### config.mk
export PLATFORM = sky130hd
export DESIGN_NAME = apb_master
export DESIGN_NICKNAME = d
export VERILOG_FILES = /design/src/rtl/apb_master.sv
export SDC_FILE = /design/constraint.sdc
export NUM_CORES = 1
export LEC_CHECK = 0
export CORE_UTILIZATION = 45
export DETAILED_ROUTE_END_ITERATION = 7
export PLACE_DENSITY_LB_ADDON = 0.05
export SETUP_SLACK_MARGIN = 0.1
export SLEW_MARGIN = 20
export SYNTH_ARGS = -nofsm -noshare
export SYNTH_HDL_FRONTEND = slang
export SYNTH_SLANG_ARGS = --single-unit
### constraint.sdc
create_clock -name clk -period 2.9 [get_ports clk]
set_input_delay 0.87 -clock clk [delete_from_list [all_inputs] [get_ports clk]]
set_output_delay 0.87 -clock clk [all_outputs]
set_load 0.05 [all_outputs]
### src/rtl/apb_master.sv
// APB requester: runs single host read/write commands as APB SETUP/ACCESS
// transfers, with wait-state insertion and an optional ACCESS-phase timeout.
module apb_master #(
    parameter int ADDR_WIDTH = 12,
    parameter int DATA_WIDTH = 32,
    parameter int TIMEOUT    = 255
) (
    input  logic                  clk,
    input  logic                  rst_n,
    input  logic                  cmd_valid,
    output logic                  cmd_ready,
    input  logic                  cmd_write,
    input  logic [ADDR_WIDTH-1:0] cmd_addr,
    input  logic [DATA_WIDTH-1:0] cmd_wdata,
    output logic                  rsp_valid,
    output logic [DATA_WIDTH-1:0] rsp_rdata,
    output logic                  rsp_err,
    output logic                  rsp_timeout,
    output logic                  psel,
    output logic                  penable,
    output logic                  pwrite,
    output logic [ADDR_WIDTH-1:0] paddr,
    output logic [DATA_WIDTH-1:0] pwdata,
    input  logic [DATA_WIDTH-1:0] prdata,
    input  logic                  pready,
    input  logic                  pslverr
);

    localparam int CNT_W = (TIMEOUT < 1) ? 1 : $clog2(TIMEOUT + 1);
    localparam bit TO_EN = (TIMEOUT != 0);
    localparam logic [CNT_W-1:0] CNT_LAST = CNT_W'(TIMEOUT - 1);
    localparam logic [CNT_W-1:0] CNT_MAX  = {CNT_W{1'b1}};

    typedef enum logic [1:0] {
        IDLE   = 2'd0,
        SETUP  = 2'd1,
        ACCESS = 2'd2
    } state_t;

    state_t                state_q, state_d;
    logic                  psel_q, psel_d;
    logic                  penable_q, penable_d;
    logic                  pwrite_q, pwrite_d;
    logic [ADDR_WIDTH-1:0] paddr_q, paddr_d;
    logic [DATA_WIDTH-1:0] pwdata_q, pwdata_d;
    logic                  rsp_valid_q, rsp_valid_d;
    logic [DATA_WIDTH-1:0] rsp_rdata_q, rsp_rdata_d;
    logic                  rsp_err_q, rsp_err_d;
    logic                  rsp_timeout_q, rsp_timeout_d;
    logic [CNT_W-1:0]      wait_cnt_q, wait_cnt_d;

    always_ff @(posedge clk or negedge rst_n) begin
        if (!rst_n) begin
            state_q       <= IDLE;
            psel_q        <= 1'b0;
            penable_q     <= 1'b0;
            pwrite_q      <= 1'b0;
            paddr_q       <= '0;
            pwdata_q      <= '0;
            rsp_valid_q   <= 1'b0;
            rsp_rdata_q   <= '0;
            rsp_err_q     <= 1'b0;
            rsp_timeout_q <= 1'b0;
            wait_cnt_q    <= '0;
        end else begin
            state_q       <= state_d;
            psel_q        <= psel_d;
            penable_q     <= penable_d;
            pwrite_q      <= pwrite_d;
            paddr_q       <= paddr_d;
            pwdata_q      <= pwdata_d;
            rsp_valid_q   <= rsp_valid_d;
            rsp_rdata_q   <= rsp_rdata_d;
            rsp_err_q     <= rsp_err_d;
            rsp_timeout_q <= rsp_timeout_d;
            wait_cnt_q    <= wait_cnt_d;
        end
    end

    // Response fields hold between completions; only rsp_valid is a strobe.
    always_comb begin
        state_d       = state_q;
        psel_d        = psel_q;
        penable_d     = penable_q;
        pwrite_d      = pwrite_q;
        paddr_d       = paddr_q;
        pwdata_d      = pwdata_q;
        rsp_valid_d   = 1'b0;
        rsp_rdata_d   = rsp_rdata_q;
        rsp_err_d     = rsp_err_q;
        rsp_timeout_d = rsp_timeout_q;
        wait_cnt_d    = wait_cnt_q;

        unique case (state_q)
            IDLE: begin
                psel_d    = 1'b0;
                penable_d = 1'b0;
                if (cmd_valid) begin
                    pwrite_d = cmd_write;
                    paddr_d  = cmd_addr;
                    pwdata_d = cmd_wdata;
                    psel_d   = 1'b1;
                    state_d  = SETUP;
                end
            end
            SETUP: begin
                penable_d  = 1'b1;
                wait_cnt_d = '0;
                state_d    = ACCESS;
            end
            ACCESS: begin
                // pready wins over a timeout expiring on the same edge.
                if (pready) begin
                    psel_d        = 1'b0;
                    penable_d     = 1'b0;
                    state_d       = IDLE;
                    rsp_valid_d   = 1'b1;
                    rsp_err_d     = pslverr;
                    rsp_timeout_d = 1'b0;
                    rsp_rdata_d   = pwrite_q ? '0 : prdata;
                end else if (TO_EN && (wait_cnt_q == CNT_LAST)) begin
                    psel_d        = 1'b0;
                    penable_d     = 1'b0;
                    state_d       = IDLE;
                    rsp_valid_d   = 1'b1;
                    rsp_err_d     = 1'b1;
                    rsp_timeout_d = 1'b1;
                    rsp_rdata_d   = '0;
                end else if (wait_cnt_q != CNT_MAX) begin
                    wait_cnt_d = wait_cnt_q + 1'b1;
                end
            end
            default: begin
                psel_d    = 1'b0;
                penable_d = 1'b0;
                state_d   = IDLE;
            end
        endcase
    end

    assign cmd_ready   = (state_q == IDLE);
    assign psel        = psel_q;
    assign penable     = penable_q;
    assign pwrite      = pwrite_q;
    assign paddr       = paddr_q;
    assign pwdata      = pwdata_q;
    assign rsp_valid   = rsp_valid_q;
    assign rsp_rdata   = rsp_rdata_q;
    assign rsp_err     = rsp_err_q;
    assign rsp_timeout = rsp_timeout_q;

endmodule

Word level (Yosys, flattened, before mapping)
Index checks and enable logic that the tools add are counted.

storage, ports and cells
  register bits = 92
  word-level logic and storage cells = 52
  input port bits = 82
  output and inout bits = 83

cells by class
  bitwise logic cells = 1
  reductions and logical operators = 8
  add/sub/neg operators = 1
  eq/ne operators = 9
  mux-type cells = 22

operators with widths
  kind                                                              number
  32-bit two-way mux                                                3
  8-bit two-way mux                                                 3
  8-bit case mux with 2 select lines                                1
  1-bit two-way mux                                                 9
  8-bit by 1-bit adder with 8-bit output (second input constant)    1
  8-bit == test (second input constant)                             1
  2-bit != test (second input constant)                             4
  8-bit != test (second input constant)                             1
  2-bit AND reduction                                               4
  2-bit two-way mux                                                 3
  2-bit case mux with 3 select lines                                1
  4-bit AND reduction                                               1
  2-bit nonzero test                                                2
  3-bit != test (second input constant)                             1
  1-bit case mux with 3 select lines                                1
  2-bit by 1-bit == test with 1-bit output (second input constant)  1
  2-bit == test (second input constant)                             1
  2-bit logical NOT                                                 1
  1-bit case mux with 2 select lines                                1
  1-bit NOT                                                         1

Logic depth before layout (Yosys ltp)
  word-level depth = 5
  gate-level depth with buffers = 7
  depth with buffers taken out = 7

Least setup slack after synthesis
Ideal clock, no wire load.

  kind = register to register
  start = register state_q[0]
  end = register paddr_q[0] (netlist: paddr[0])
  path buffers = 3
  setup time = 125 ps
  path slack = 986 ps
  stages on the path, launching flop included = 7
  period minus slack after synthesis = 1914 ps
  required time = 2775 ps
  data arrival time = 1789 ps
  cells stage by stage = dfrtp_1 buf_2 nor2_2 and2_1 buf_6 buf_6 mux2_4

between the ends
  word-level cells in the longest chain between the ends = 2

RTL lines
  item                                  line  source
  start, declared                       40    state_t state_q, state_d;
  start signal, assigned                66    state_q <= state_d;
  2-bit logical NOT                     --
  named net cmd_ready                   11    output logic cmd_ready,
  2-bit AND reduction (no source line)  --
  end signal, assigned                  70    paddr_q <= paddr_d;
  end, declared                         44    logic [ADDR_WIDTH-1:0] paddr_q, paddr_d;

The timed path passes the listed nets, and every way through them passes these cells.
A chain may end at the register's enable or synchronous reset.

Worst setup path in the final report
  start = register pwrite_q (netlist: pwrite)
  end = output pwrite

RTL lines
  item                    line  source
  start, declared         43    logic pwrite_q, pwrite_d;
  start signal, assigned  69    pwrite_q <= pwrite_d;
  end, declared           21    output logic pwrite,

No word-level cell between the ends.

==> impl_metrics.ini <==
[logic_synthesis]
synth_most_common_cell = dfrtp_1
syn_area_um2 = 3780
yosysSeqAreaShare_pct = 60.9
synth_area_leader_cell = dfrtp_1
synth_top_area_share_pct = 60.9
synth_top_flop_cell = dfrtp_1
synth_common_cells = dfrtp_1 (92), mux2_4 (39), a22o_1 (32)
synth_fp_nets = 324
synth_area_leaders = dfrtp_1 (61%), mux2_4 (15%), a22o_1 (7.4%)
synth_seq_cells = 92
synth_edf_count = 0
syn_area_per_cell_um2 = 15.8
async_flop_share_pct = 100
synth_warnings = 0
synthCells = 240
synth.distinct_cells = 39

[timing]
period_share_pct = 85.4
finalSetupViolCount = 0
slew_headroom_pct = 60.8
worst_pin_slew_ns = 0.588
maxSlewViolCount = 0
max_clock_freq_mhz = 404
tns_ns = 0
rsz0062_at_grt = false
finClkSkew_ns = 0.00947
hold_viol = 0
period_needed_ns = 2.48

[floorplanning]
die-area_um2 = 8770
initial_core_util_pct = 46.3
dieWidth_um = 93.7
fp-row-count = 33
core-area_um2 = 8180
pin_count = 165
die_height_um = 93.7

[setup_path]
cp_cell_sequence = clkdlybuf4s50_1
critPathMaxStageDelay_ns = 0.85
cp_num_cells = 1
path_max_fanout = 3
cp.arrival_ns = 1.61
rr_worst_depth = 4
cp-end-kind = output port
reg2reg_slack_ns = 1.08
cp_slowest_cell = clkdlybuf4s50_1
criticalPathCategory = register to output port
required_ns = 2.03
crit_buf_inv = 1
startpoint_type = register
path_delay_family = buffers and inverters

[cts]
cts_root_buf = clkbuf_8
cts_buffers = 9
clock_sinks = 92
cts.clk_slew.worst_paths_ns = 0.08
cts_buffer_depth = 2
h-tree-depth = 3
clock_latency_ns = 0.35
cts_tree = yes

[grt]
grt_max_degree = 48
grt_pass1_wl_um = 14000
antenna_found_initial = 0
grt_pass1_vias = 2708
gr-total-overflow = 0
gr-usage-all-layers_pct = 21.3

[power]
p_leak_nw = 2.50
power.density_nw_per_um2 = 1320
vdd_drop_max_v = 0.000745

[cells_and_area]
n_antenna_cell = 0
area_growth_pct = 52.3
final_core_util_pct = 70.4
fin_nets = 494
layout-drive-gt1-share_pct = 17.9
fill_cells = 594

[run_status]
status = finished clean

[hold_path]
hold_path_class = register to register
hold_depth = 1

[detailed_routing]
drc = 0
via_per_inst = 5.15
vias = 2671
wirelength_um = 8900
postRouteAntennaNets = 0
dr.first_iter.drc_count = 80
dr.pass1.iters = 4
avgRoutedWirePerCell_um = 17.2

[placement]
hpwl_um = 6360
gp_congestion = 0.885
port_buffers = 164

[flow_run]
cap_violations = 0
==> metrics by stage <==
| stage | setup WS, ns | instance area [µm²] | total power, mW | std cells | hold WS (ns) |
|---|---|---|---|---|---|
| after floorplan | 0.986 | 3780 | 5.16 | 240 | 0.487 |
| after global placement | 0.439 | 5520 | 6.54 | 504 | 0.468 |
| after detailed placement | 0.399 | 5520 | 6.60 | 504 | 0.474 |
| after CTS | 0.131 | 5750 | 7.63 | 519 | 0.495 |
| after global routing | 0.355 | 5760 | 7.89 | 519 | 0.503 |
| final | 0.423 | 5760 | 7.58 | 519 | 0.490 |
==> state kept, by name (all words and copies together) (netlist names), 2 cells and up <==
signal	flops
pwdata	32
paddr	12
state_q	2
rsp_rdata	32
wait_cnt_q	8
==> metal layers <==
layer | part of all wire [%] | routed length, µm | GRT usage (%)
met1 | 44 | 3920 | 28.1
met2 | 47 | 4180 | 33.3
met3 | 7.3 | 649 | 5.42
met4 | 1.8 | 161 | 9.10
met5 | 0 | 0 | 0
==> placed cells by master (no fill, tap or decap), types with 3 or more instances in the layout <==
| master | netlist | routed |
|---|---|---|
| clkdlybuf4s50_1 | 0 | 162 |
| dfrtp_1 | 92 | 92 |
| mux2_4 | 39 | 39 |
| a22o_1 | 32 | 32 |
| clkbuf_8 | 0 | 9 |
| nand2_1 | 7 | 7 |
| buf_4 | 3 | 7 |
| nand3_1 | 6 | 6 |
| mux2_1 | 6 | 6 |
| o211ai_1 | 4 | 4 |
| inv_1 | 3 | 3 |
| o31ai_1 | 3 | 3 |
| bufinv_16 | 0 | 3 |
==> kinds of logic (layout without fill, tap and decap cells) <==
family,after synthesis,after routing,synth area share [%]
AO/OA/AOI/OAI,54,54,11.7
adder cells (fa/ha/maj),2,2,0.662
buffers and inverters,17,191,3.61
flip-flops,92,92,60.9
multiplexers,47,47,17.8
AND/OR/NAND/NOR,28,28,5.29
==> worst paths after layout <==
kind	start	endpoint
max	pwrite	pwrite
min	pwdata[4]	pwdata[4]
max reg2reg	state_q[0]	pwdata[2]
min reg2reg	pwdata[4]	pwdata[4]
max in group asynchronous	rst_n	paddr[10]
min in group asynchronous	rst_n	pwdata[1]
==> power by group <==
part / leakage (nW) / internal (mW) / switching, mW
logic: 1.25 / 1.72 / 2.63
clock network: 0.112 / 0.569 / 0.439
registers: 1.14 / 1.85 / 0.372
total: 2.50 / 4.13 / 3.44
==> cell type report <==
type	count	area [µm²]	share of cell area [%]
inverter	4	15.0	0.261
timing repair buffer	172	1730	30.0
tap	105	131	2.28
clock inverter	6	114	1.98
sequential	92	2300	40.0
clock buffer	9	124	2.15
multi-input combinational	131	1340	23.3
==> timing repair <==
item / CTS / global route
buffers inserted: 0 / 0
hold buffers: 0 / 0
resized for setup: 0 / 1
endpoints found under the setup margin: 0 / 1
No activity file was read; power rests on OpenSTA's default activity.
